**src/rtl/sram_bus_arbiter.sv**
```systemverilog
// Shares one SRAM-like port between inst fetch and data; data has priority, a starvation counter forces inst progress.
// Zero-cycle request/response paths; one transaction outstanding, so both requesters stall (addr_ok=0) while BUSY.
module sram_bus_arbiter #(
   parameter int STARVE_LIMIT = 4
) (
   input  logic        clk,
   input  logic        reset,
   input  logic        inst_req,
   input  logic        inst_wr,
   input  logic [1:0]  inst_size,
   input  logic [31:0] inst_addr,
   input  logic [3:0]  inst_wstrb,
   input  logic [31:0] inst_wdata,
   output logic        inst_addr_ok,
   output logic        inst_data_ok,
   output logic [31:0] inst_rdata,
   input  logic        data_req,
   input  logic        data_wr,
   input  logic [1:0]  data_size,
   input  logic [31:0] data_addr,
   input  logic [3:0]  data_wstrb,
   input  logic [31:0] data_wdata,
   output logic        data_addr_ok,
   output logic        data_data_ok,
   output logic [31:0] data_rdata,
   output logic        mem_req,
   output logic        mem_wr,
   output logic [1:0]  mem_size,
   output logic [31:0] mem_addr,
   output logic [3:0]  mem_wstrb,
   output logic [31:0] mem_wdata,
   input  logic        mem_addr_ok,
   input  logic        mem_data_ok,
   input  logic [31:0] mem_rdata
);

   typedef enum logic {IDLE, BUSY} state_t;

   localparam logic [3:0] LIMIT = 4'(STARVE_LIMIT);

   state_t     state_q, state_d;
   logic       owner_q, owner_d;
   logic [3:0] starve_cnt_q, starve_cnt_d;

   logic is_idle;
   logic grant_data;
   logic grant_inst;
   logic accept;

   always_comb begin
      is_idle    = (state_q == IDLE);
      grant_data = is_idle && data_req && !(inst_req && (starve_cnt_q == LIMIT));
      grant_inst = is_idle && !grant_data && inst_req;
      accept     = (grant_data || grant_inst) && mem_addr_ok;

      mem_req      = grant_data || grant_inst;
      inst_addr_ok = grant_inst && mem_addr_ok;
      data_addr_ok = grant_data && mem_addr_ok;

      // Fields follow the data side unless inst is the one being granted.
      if (grant_inst) begin
         mem_wr    = inst_wr;
         mem_size  = inst_size;
         mem_addr  = inst_addr;
         mem_wstrb = inst_wstrb;
         mem_wdata = inst_wdata;
      end else begin
         mem_wr    = data_wr;
         mem_size  = data_size;
         mem_addr  = data_addr;
         mem_wstrb = data_wstrb;
         mem_wdata = data_wdata;
      end

      inst_data_ok = !is_idle && !owner_q && mem_data_ok;
      data_data_ok = !is_idle && owner_q && mem_data_ok;
      inst_rdata   = mem_rdata;
      data_rdata   = mem_rdata;
   end

   always_comb begin
      state_d      = state_q;
      owner_d      = owner_q;
      starve_cnt_d = starve_cnt_q;
      case (state_q)
         IDLE: begin
            if (accept) begin
               state_d = BUSY;
               owner_d = grant_data;
               // Only a data win over a waiting fetch counts toward starvation.
               if (grant_data && inst_req) begin
                  starve_cnt_d = (starve_cnt_q == LIMIT) ? LIMIT : starve_cnt_q + 4'd1;
               end else begin
                  starve_cnt_d = 4'd0;
               end
            end
         end
         BUSY: begin
            if (mem_data_ok) begin
               state_d = IDLE;
            end
         end
         default: state_d = IDLE;
      endcase
   end

   always_ff @(posedge clk or posedge reset) begin
      if (reset) begin
         state_q      <= IDLE;
         owner_q      <= 1'b0;
         starve_cnt_q <= 4'd0;
      end else begin
         state_q      <= state_d;
         owner_q      <= owner_d;
         starve_cnt_q <= starve_cnt_d;
      end
   end

endmodule

```
**config.mk**
```make
export PLATFORM = sky130hd
export DESIGN_NAME = sram_bus_arbiter
export DESIGN_NICKNAME = d
export VERILOG_FILES = /design/src/rtl/sram_bus_arbiter.sv
export SDC_FILE = /design/constraint.sdc
export NUM_CORES = 1
export LEC_CHECK = 0
export CAP_MARGIN = 20
export CORE_AREA = 2 2 126 128
export DETAILED_ROUTE_END_ITERATION = 12
export DIE_AREA = 0 0 128 130
export GPL_TIMING_DRIVEN = 0
export PLACE_DENSITY = 0.59
export SLEW_MARGIN = 5
export SYNTH_ARGS = -nofsm -noshare
export SYNTH_HDL_FRONTEND = slang
export SYNTH_SLANG_ARGS = --single-unit
```
**constraint.sdc**
```tcl
create_clock -name clk -period 2.4 [get_ports clk]
set_input_delay 0.72 -clock clk [delete_from_list [all_inputs] [get_ports clk]]
set_output_delay 0.72 -clock clk [all_outputs]
set_load 0.05 [all_outputs]
```
After elaboration in Yosys (flattened, before gate mapping)
Cells that the tools add are included.
- bits in registers: 6
- ROM bits: 0
- logic and storage cells: 34
- input port bits: 180
- memories: 0
- RAM bits: 0
- latch bits: 0
- multipliers: 0
- reductions and logical operators: 18
- eq/ne operators: 1
- bitwise operators: 1
- mux-type cells: 10
- shift-type cells: 0
- $add $sub $neg: 1
- divide/modulo/power cells: 0
- $lt $le $gt $ge: 0
- operators with widths (cell ; number):
    two-way mux 32 bit ; 2
    logical AND 1 bit ; 13
    two-way mux 4 bit ; 3
    adder 4 x 1 -> 4 bit, second input constant ; 1
    equality test 4 x 3 -> 1 bit, second input constant ; 1
    logical NOT 1 bit ; 3
    two-way mux 1 bit ; 3
    two-way mux 2 bit ; 1
    case mux 1 bit (2 select lines) ; 1
    AND reduction 2 bit ; 1
    logical OR 1 bit ; 1
    NOT 1 bit ; 1

Longest topological paths before layout
Gate-level depths: netlist (run 1).
- depth after elaboration: 11
- depth in mapped cells: 6
- gate-level depth less buffers: 5

Worst setup path before layout (run 1)
OpenSTA, ideal clock, no wires.
- kind: input -> output
- start: input port data_req
- end: output port mem_addr[0]
- slack: -0.151 ns
- data required time: 1.680 ns
- stages on the path: 4
- buffers on the path: 2
- arrival: 1.831 ns
- path through: clkbuf_1 a21oi_4 buf_6 mux2_2
- longest elaborated chain between the ends: 6
- ends and longest elaborated chain (item ; RTL line ; RTL):
    start, declared ; 17 ; input logic data_req,
    logical AND 1 bit (2 in series) ; 52 ; grant_data = is_idle && data_req && !(inst_req && (starve_cnt_q == LIMIT));
    logical NOT 1 bit ; 53 ; grant_inst = is_idle && !grant_data && inst_req;
    logical AND 1 bit (2 in series) ; 53 ;
    two-way mux 32 bit ; 61 ; if (grant_inst) begin
    end, declared ; 29 ; output logic [31:0] mem_addr,
Every way passes these cells.

Final worst setup path (run 1)
- start: register starve_cnt_q[0]
- end: output port mem_wdata[13]
- longest elaborated chain between the ends: 8
- ends and longest elaborated chain (item ; RTL line ; RTL):
    start, declared ; 43 ; logic [3:0] starve_cnt_q, starve_cnt_d;
    start signal, assigned ; 115 ; starve_cnt_q <= starve_cnt_d;
    equality test 4 x 3 -> 1 bit ; 52 ;
    logical AND 1 bit ; 52 ;
    logical NOT 1 bit ; 52 ;
    logical AND 1 bit ; 52 ;
    logical NOT 1 bit ; 53 ;
    logical AND 1 bit (2 in series) ; 53 ;
    two-way mux 32 bit ; 61 ;
    end, declared ; 31 ; output logic [31:0] mem_wdata,
Every way passes these cells.

==> results.yml, run 1 <==
route:
  post_drt_wl_per_cell_um: 14.65
  first_pass_iters: 4
  ant_nets: 0
  drtIter0Drc: 62
  finalWirelength_um: 9936
  drc: 0
  via_per_inst: 3.724
  via_count: 2525
yosys:
  synth_area_leader_cell: "mux2_2"
  ys_warn_count: 0
  synth-seq-cells: 6
  synth_top_area_share_pct: 45.80
  syn_inst: 186
  avgSynthCellArea_um2: 9.519
  syn_area_mm2: 0.001770
  synth.distinct_cells: 22
  synth.yosys.seq_area_share_pct: 8.481
  ys_top_cells_by_area: "mux2_2 (46%), buf_4 (27%), dfrtp_1 (8.5%)"
  synth_nets: 368
power_and_ir_drop:
  irDropWorstVdd_uv: 402.5
  p_total_mw: 2.285
  power_leakage_nw: 2.432
  p_per_area_mw_per_mm2: 408.4
timing:
  holdWs_ns: 0.5233
  rsz0062_at_grt: "true"
  fin_ws_ns: -0.3923
  setup-tns-final_ns: -25.11
  tightest_slew_ns: 0.5648
  period_minus_slack_ns: 2.792
  final_hold_viol_count: 0
  fmaxAchievable_mhz: 358.1
  setup_violations: 71
  fin_crit_sh_pct: 116.3
  fin_skew_ns: 0.0009017
  slew_headroom_pct: 61.95
  final_max_slew_viol_count: 0
cts:
  hold_buffers: 0
  cts_buffers: 3
  clock_path_buffers: 2
  clock-sinks: 6
  clkTransAtPathRegs_ns: 0.03
  cts_max_level: 1
  clock-root-buffer: "clkbuf_16"
  clkLatencyLatePin_ns: 0.23
  cts_tree: "built"
layout:
  multi_input_area_mm2: 0.001229
  n_fill_cell: 1527
  layout_common_cells: "clkdlybuf4s50_1 (208), buf_4 (68), mux2_4 (45)"
  n_antenna_cell: 0
  fin_util_pct: 36.27
  layout.nets: 670
  syn_to_final_growth_pct: 216.0
  final_area_mm2: 0.005594
  layout_commonest_cell: "clkdlybuf4s50_1"
  drive_gt1_share_pct: 49.38
  layout.area.seq_um2: 150.1
  final_cells: 678
setup_path:
  cp.required_ns: 1.68
  cp_max_fo: 10
  crit_type: "register to output pin"
  crit_arrival_ns: 2.07
  end_kind: "output pin"
  startpoint_type: "register"
global_route:
  grt_max_degree: 11
  grt_pass1_vias: 2598
  track_usage_pct: 10.31
  grt_pass1_wl_um: 13710
  grt_antenna_before_repair: 0
  grt_overflow_total: 0
run:
  maxCapViolCount: 0
placement:
  place_area_mm2: 0.004921
  io_buffers: 286
  dp_cells: 664
  globalplace.congestion: 0.7545
  dp_hpwl_um: 7999
  preCtsSetupSlack_ns: -1.586
floorplanning:
  dieArea_mm2: 0.01664
  coreArea_mm2: 0.01542
  row_count: 46
  die_x_um: 128
  start_util_pct: 11.48
  dieHeight_um: 130
  ioPinCount: 320
hold_path:
  min-delay-path-class: "register to register"
status:
  failed_checks: "setup timing"
  status: "finished, violations left"
repair_timing:
action	CTS	global route
setup buffers	7	1
resized for setup	580	44
pin swaps	4	3
cloned	4	1
endpoints found under the setup margin	76	74
worst max-delay path: stages, from the launching register on:
cell      delay (ns)
dfrtp_1         0.39
inv_2           0.08
ha_4            0.15
nand3b_1        0.15
a21oi_4         0.25
buf_12          0.19
buf_12          0.14
mux2_2          0.34
buf_6           0.15
report_power, final:
part,switching [mW],internal (mW)
clock,0.0552,0.214
sequential,0.0261,0.123
combinational,0.948,0.919
total,1.03,1.26
sequential cells by signal (all words and copies together) (netlist names):
register / cells
owner_q: 1
state_q: 1
starve_cnt_q: 4
path summary, 6_finish.rpt:
path	slack (ns)	from	cells past startpoint	to
min reg2reg	0.52	owner_q$_DFFE_PP0P_	1	owner_q$_DFFE_PP0P_
max	-0.39	starve_cnt_q[0]$_DFFE_PP0P_	8	mem_wdata[13]
min	0.52	owner_q$_DFFE_PP0P_	1	owner_q$_DFFE_PP0P_
max reg2reg	0.93	starve_cnt_q[0]$_DFFE_PP0P_	6	starve_cnt_q[1]$_DFFE_PP0P_
max in group asynchronous	1.48	reset	2	starve_cnt_q[3]$_DFFE_PP0P_
min in group asynchronous	0.72	reset	2	state_q$_DFF_PP0_
cells by family after synthesis:
family          after synthesis  share of synthesized area (%)
compound gates                9                          4.524
mux                          72                          45.80
flops                         6                          8.480
fa+ha+maj                     2                          1.413
simple gates                 21                          7.137
buf+inv                      76                          32.65
Yosys cell counts (all sizes together):
cell / number
nand3b: 3
and2: 2
clkbuf: 1
a32o: 4
nor2b: 2
buf: 71
o22ai: 1
a21oi: 1
mux2: 72
ha: 2
a21o: 1
and3b: 1
o21ai: 2
and3: 2
nand2: 2
dfrtp: 6
nor4b: 2
nand3: 1
nand2b: 2
nor2: 4
inv: 4
final cells by class:
type / count / share of cell area (%)
Timing Repair Buffer: 297 / 58.17
Multi-Input combinational cell: 104 / 21.96
Sequential cell: 6 / 2.684
Buffer: 72 / 11.27
Tap cell: 192 / 4.294
Clock buffer: 3 / 1.342
Inverter: 4 / 0.2684
layer usage:
layer  part of all wire [%]  global-route usage, %  up-vias
met5                      0                      0        -
met4                   0.31                 0.9696        0
met3                    9.9                  2.091        4
met2                     55                  20.95      161
met1                     35                  11.33     1170
li1                       -                      -     1190
No activity file was read; power rests on OpenSTA's default activity.
==> inputs of run 2 (changes only) <==
--- a/config.mk
+++ b/config.mk
@@ -7,11 +7,11 @@
 export LEC_CHECK = 0
 export CAP_MARGIN = 20
 export CORE_AREA = 2 2 126 128
+export CTS_CLUSTER_DIAMETER = 200
 export DETAILED_ROUTE_END_ITERATION = 12
 export DIE_AREA = 0 0 128 130
 export GPL_TIMING_DRIVEN = 0
 export PLACE_DENSITY = 0.59
-export SLEW_MARGIN = 5
 export SYNTH_ARGS = -nofsm -noshare
 export SYNTH_HDL_FRONTEND = slang
 export SYNTH_SLANG_ARGS = --single-unit
==> results of run 2 <==
Same layout as run 1: the final DEF is identical, and so are final timing and power.
==> inputs of run 3 (changes only) <==
--- a/config.mk
+++ b/config.mk
@@ -6,12 +6,12 @@
 export NUM_CORES = 1
 export LEC_CHECK = 0
 export CAP_MARGIN = 20
-export CORE_AREA = 2 2 126 128
+export CORE_AREA = 2 2 125 127
 export CTS_CLUSTER_DIAMETER = 200
 export DETAILED_ROUTE_END_ITERATION = 12
-export DIE_AREA = 0 0 128 130
+export DIE_AREA = 0 0 127 129
 export GPL_TIMING_DRIVEN = 0
-export PLACE_DENSITY = 0.59
+export PLACE_DENSITY = 0.58
 export SYNTH_ARGS = -nofsm -noshare
 export SYNTH_HDL_FRONTEND = slang
 export SYNTH_SLANG_ARGS = --single-unit
==> constraint.sdc (replaced) <==
create_clock -name clk -period 3.3 [get_ports clk]
set_input_delay 0.99 -clock clk [delete_from_list [all_inputs] [get_ports clk]]
set_output_delay 0.99 -clock clk [all_outputs]
set_load 0.05 [all_outputs]
==> results.yml, run 3 (same netlist as run 1, synthesis figures left out) <==
layout:
  final_area_mm2: 0.004668
  n_fill_cell: 1592
  layout.nets: 660
  drive_gt1_share_pct: 47.06
  largest_reg_flops: 4
  syn_to_final_growth_pct: 163.7
  layout_common_cells: "clkdlybuf4s50_1 (209), buf_4 (82), mux2_2 (72)"
  layout_commonest_cell: "clkdlybuf4s50_1"
  largest-register: "starve_cnt_q"
  top_regs: "starve_cnt_q: 4 flops, owner_q: 1 flops, state_q: 1 flops"
  n_antenna_cell: 0
power_and_ir_drop:
  p_per_area_mw_per_mm2: 304.3
  p_total_mw: 1.421
  power_leakage_nw: 1.999
  irDropWorstVdd_uv: 294.3
cts:
  clock_path_buffers: 2
  cts_buffers: 3
  hold_buffers: 0
  cts_tree: "built"
  cts_max_level: 1
  clkTransAtPathRegs_ns: 0.03
  clock-root-buffer: "clkbuf_16"
  clkLatencyLatePin_ns: 0.23
  clock-sinks: 6
status:
  status: "finished clean"
timing:
  setup-tns-final_ns: 0
  tightest_slew_ns: 0.5906
  rsz0062_at_grt: "false"
  period_minus_slack_ns: 3.248
  fin_skew_ns: 0.0009939
  slew_headroom_pct: 60.21
  final_hold_viol_count: 0
  fmaxAchievable_mhz: 307.9
  final_max_slew_viol_count: 0
  fin_crit_sh_pct: 98.42
  fin_ws_ns: 0.05219
  holdWs_ns: 0.5390
  setup_violations: 0
setup_path:
  reg2reg_depth: 5
  end_kind: "output pin"
  startpoint_type: "input pin"
  crit_slowest_cell: "mux2_2"
  worstPathCellList: "clkbuf_4 -> nand2b_4 -> a21oi_4 -> buf_12 -> buf_8 -> mux2_2 -> buf_4"
  cp.required_ns: 2.31
  critPathMaxStageDelay_ns: 0.38
  cp_max_fo: 10
  crit_type: "input pin to output pin"
  crit_arrival_ns: 2.26
floorplanning:
  start_util_pct: 11.82
  die_x_um: 127
  coreArea_mm2: 0.01498
  row_count: 45
  ioPinCount: 320
  dieHeight_um: 129
  dieArea_mm2: 0.01638
global_route:
  track_usage_pct: 11.70
  grt_max_degree: 11
  grt_pass1_wl_um: 14600
  grt_pass1_vias: 2496
  grt_overflow_total: 0
  grt_antenna_before_repair: 0
placement:
  io_buffers: 286
  place_area_mm2: 0.004868
  preCtsSetupSlack_ns: -1.223
  dp_hpwl_um: 9650
  globalplace.congestion: 0.7684
run:
  maxCapViolCount: 0
route:
  via_count: 2430
  via_per_inst: 3.660
  drc: 0
  first_pass_iters: 4
  ant_nets: 0
  drtIter0Drc: 46
  finalWirelength_um: 10860
  post_drt_wl_per_cell_um: 16.35
hold_path:
  min-delay-path-class: "register to register"
  holdPathStages: 1
-- run 3: cell types whose count changed in the layout (fill, tap and decap cells not counted), sizes merged --
cell,change
clkdlybuf4s50,+1
clkdlybuf4s15,+2
buf,-11
clkbuf,-3
dlygate4sd2,+1
-- run 3: per-layer routing --
layer / vias to the layer above / track usage, % / share of wire, %
met5: - / 0 / 0
met4: 0 / 1.551 / 0.93
met3: 8 / 2.786 / 8.5
met2: 147 / 22.77 / 53
met1: 1109 / 13.22 / 38
li1: 1166 / - / -
-- run 3: cell type report --
type / count / area, µm² / area share (%)
multi-input cells: 104 / 1050 / 22.49
repair buffers: 287 / 2575 / 55.16
well taps: 188 / 235.2 / 5.039
clock buffers: 3 / 75.07 / 1.608
inverters: 4 / 15.01 / 0.3216
flip-flops and latches: 6 / 150.1 / 3.216
plain buffers: 72 / 568.0 / 12.17
-- run 3: worst paths after layout --
| check | start | end | slack (ns) |
|---|---|---|---|
| min | owner_q$_DFFE_PP0P_ | owner_q$_DFFE_PP0P_ | 0.54 |
| max reg2reg | starve_cnt_q[0]$_DFFE_PP0P_ | starve_cnt_q[1]$_DFFE_PP0P_ | 1.85 |
| max in group asynchronous | reset | starve_cnt_q[2]$_DFFE_PP0P_ | 2.12 |
| min reg2reg | owner_q$_DFFE_PP0P_ | owner_q$_DFFE_PP0P_ | 0.54 |
| min in group asynchronous | reset | starve_cnt_q[0]$_DFFE_PP0P_ | 0.99 |
| max | inst_req | mem_wdata[13] | 0.05 |
-- run 3: worst max-delay path: cells and delay by family --
| kind | cells | cell delay (ns) |
|---|---|---|
| AO/OA/AOI/OAI | 1 | 0.13 |
| buffers and inverters | 4 | 0.68 |
| multiplexers | 1 | 0.38 |
| AND/OR/NAND/NOR | 1 | 0.07 |
-- run 3: report_power, final --
group	leakage (nW)	switching, mW	total [mW]	internal, mW
Clock	0.0370	0.0385	0.194	0.155
Sequential	0.0780	0.0202	0.110	0.0897
Combinational	1.88	0.647	1.12	0.470
-- run 3: per-stage QoR --
stage,utilization [%],instances
6_report,31.17,664
5_1_grt,31.17,664
4_1_cts,30.83,664
3_5_place_dp,32.51,660
3_3_place_gp,32.51,660
2_1_floorplan,-,186
-- run 3: timing repair --
action,CTS,global route
endpoints found under the setup margin,76,71
gates resized for setup,373,36
buffers inserted,1,0
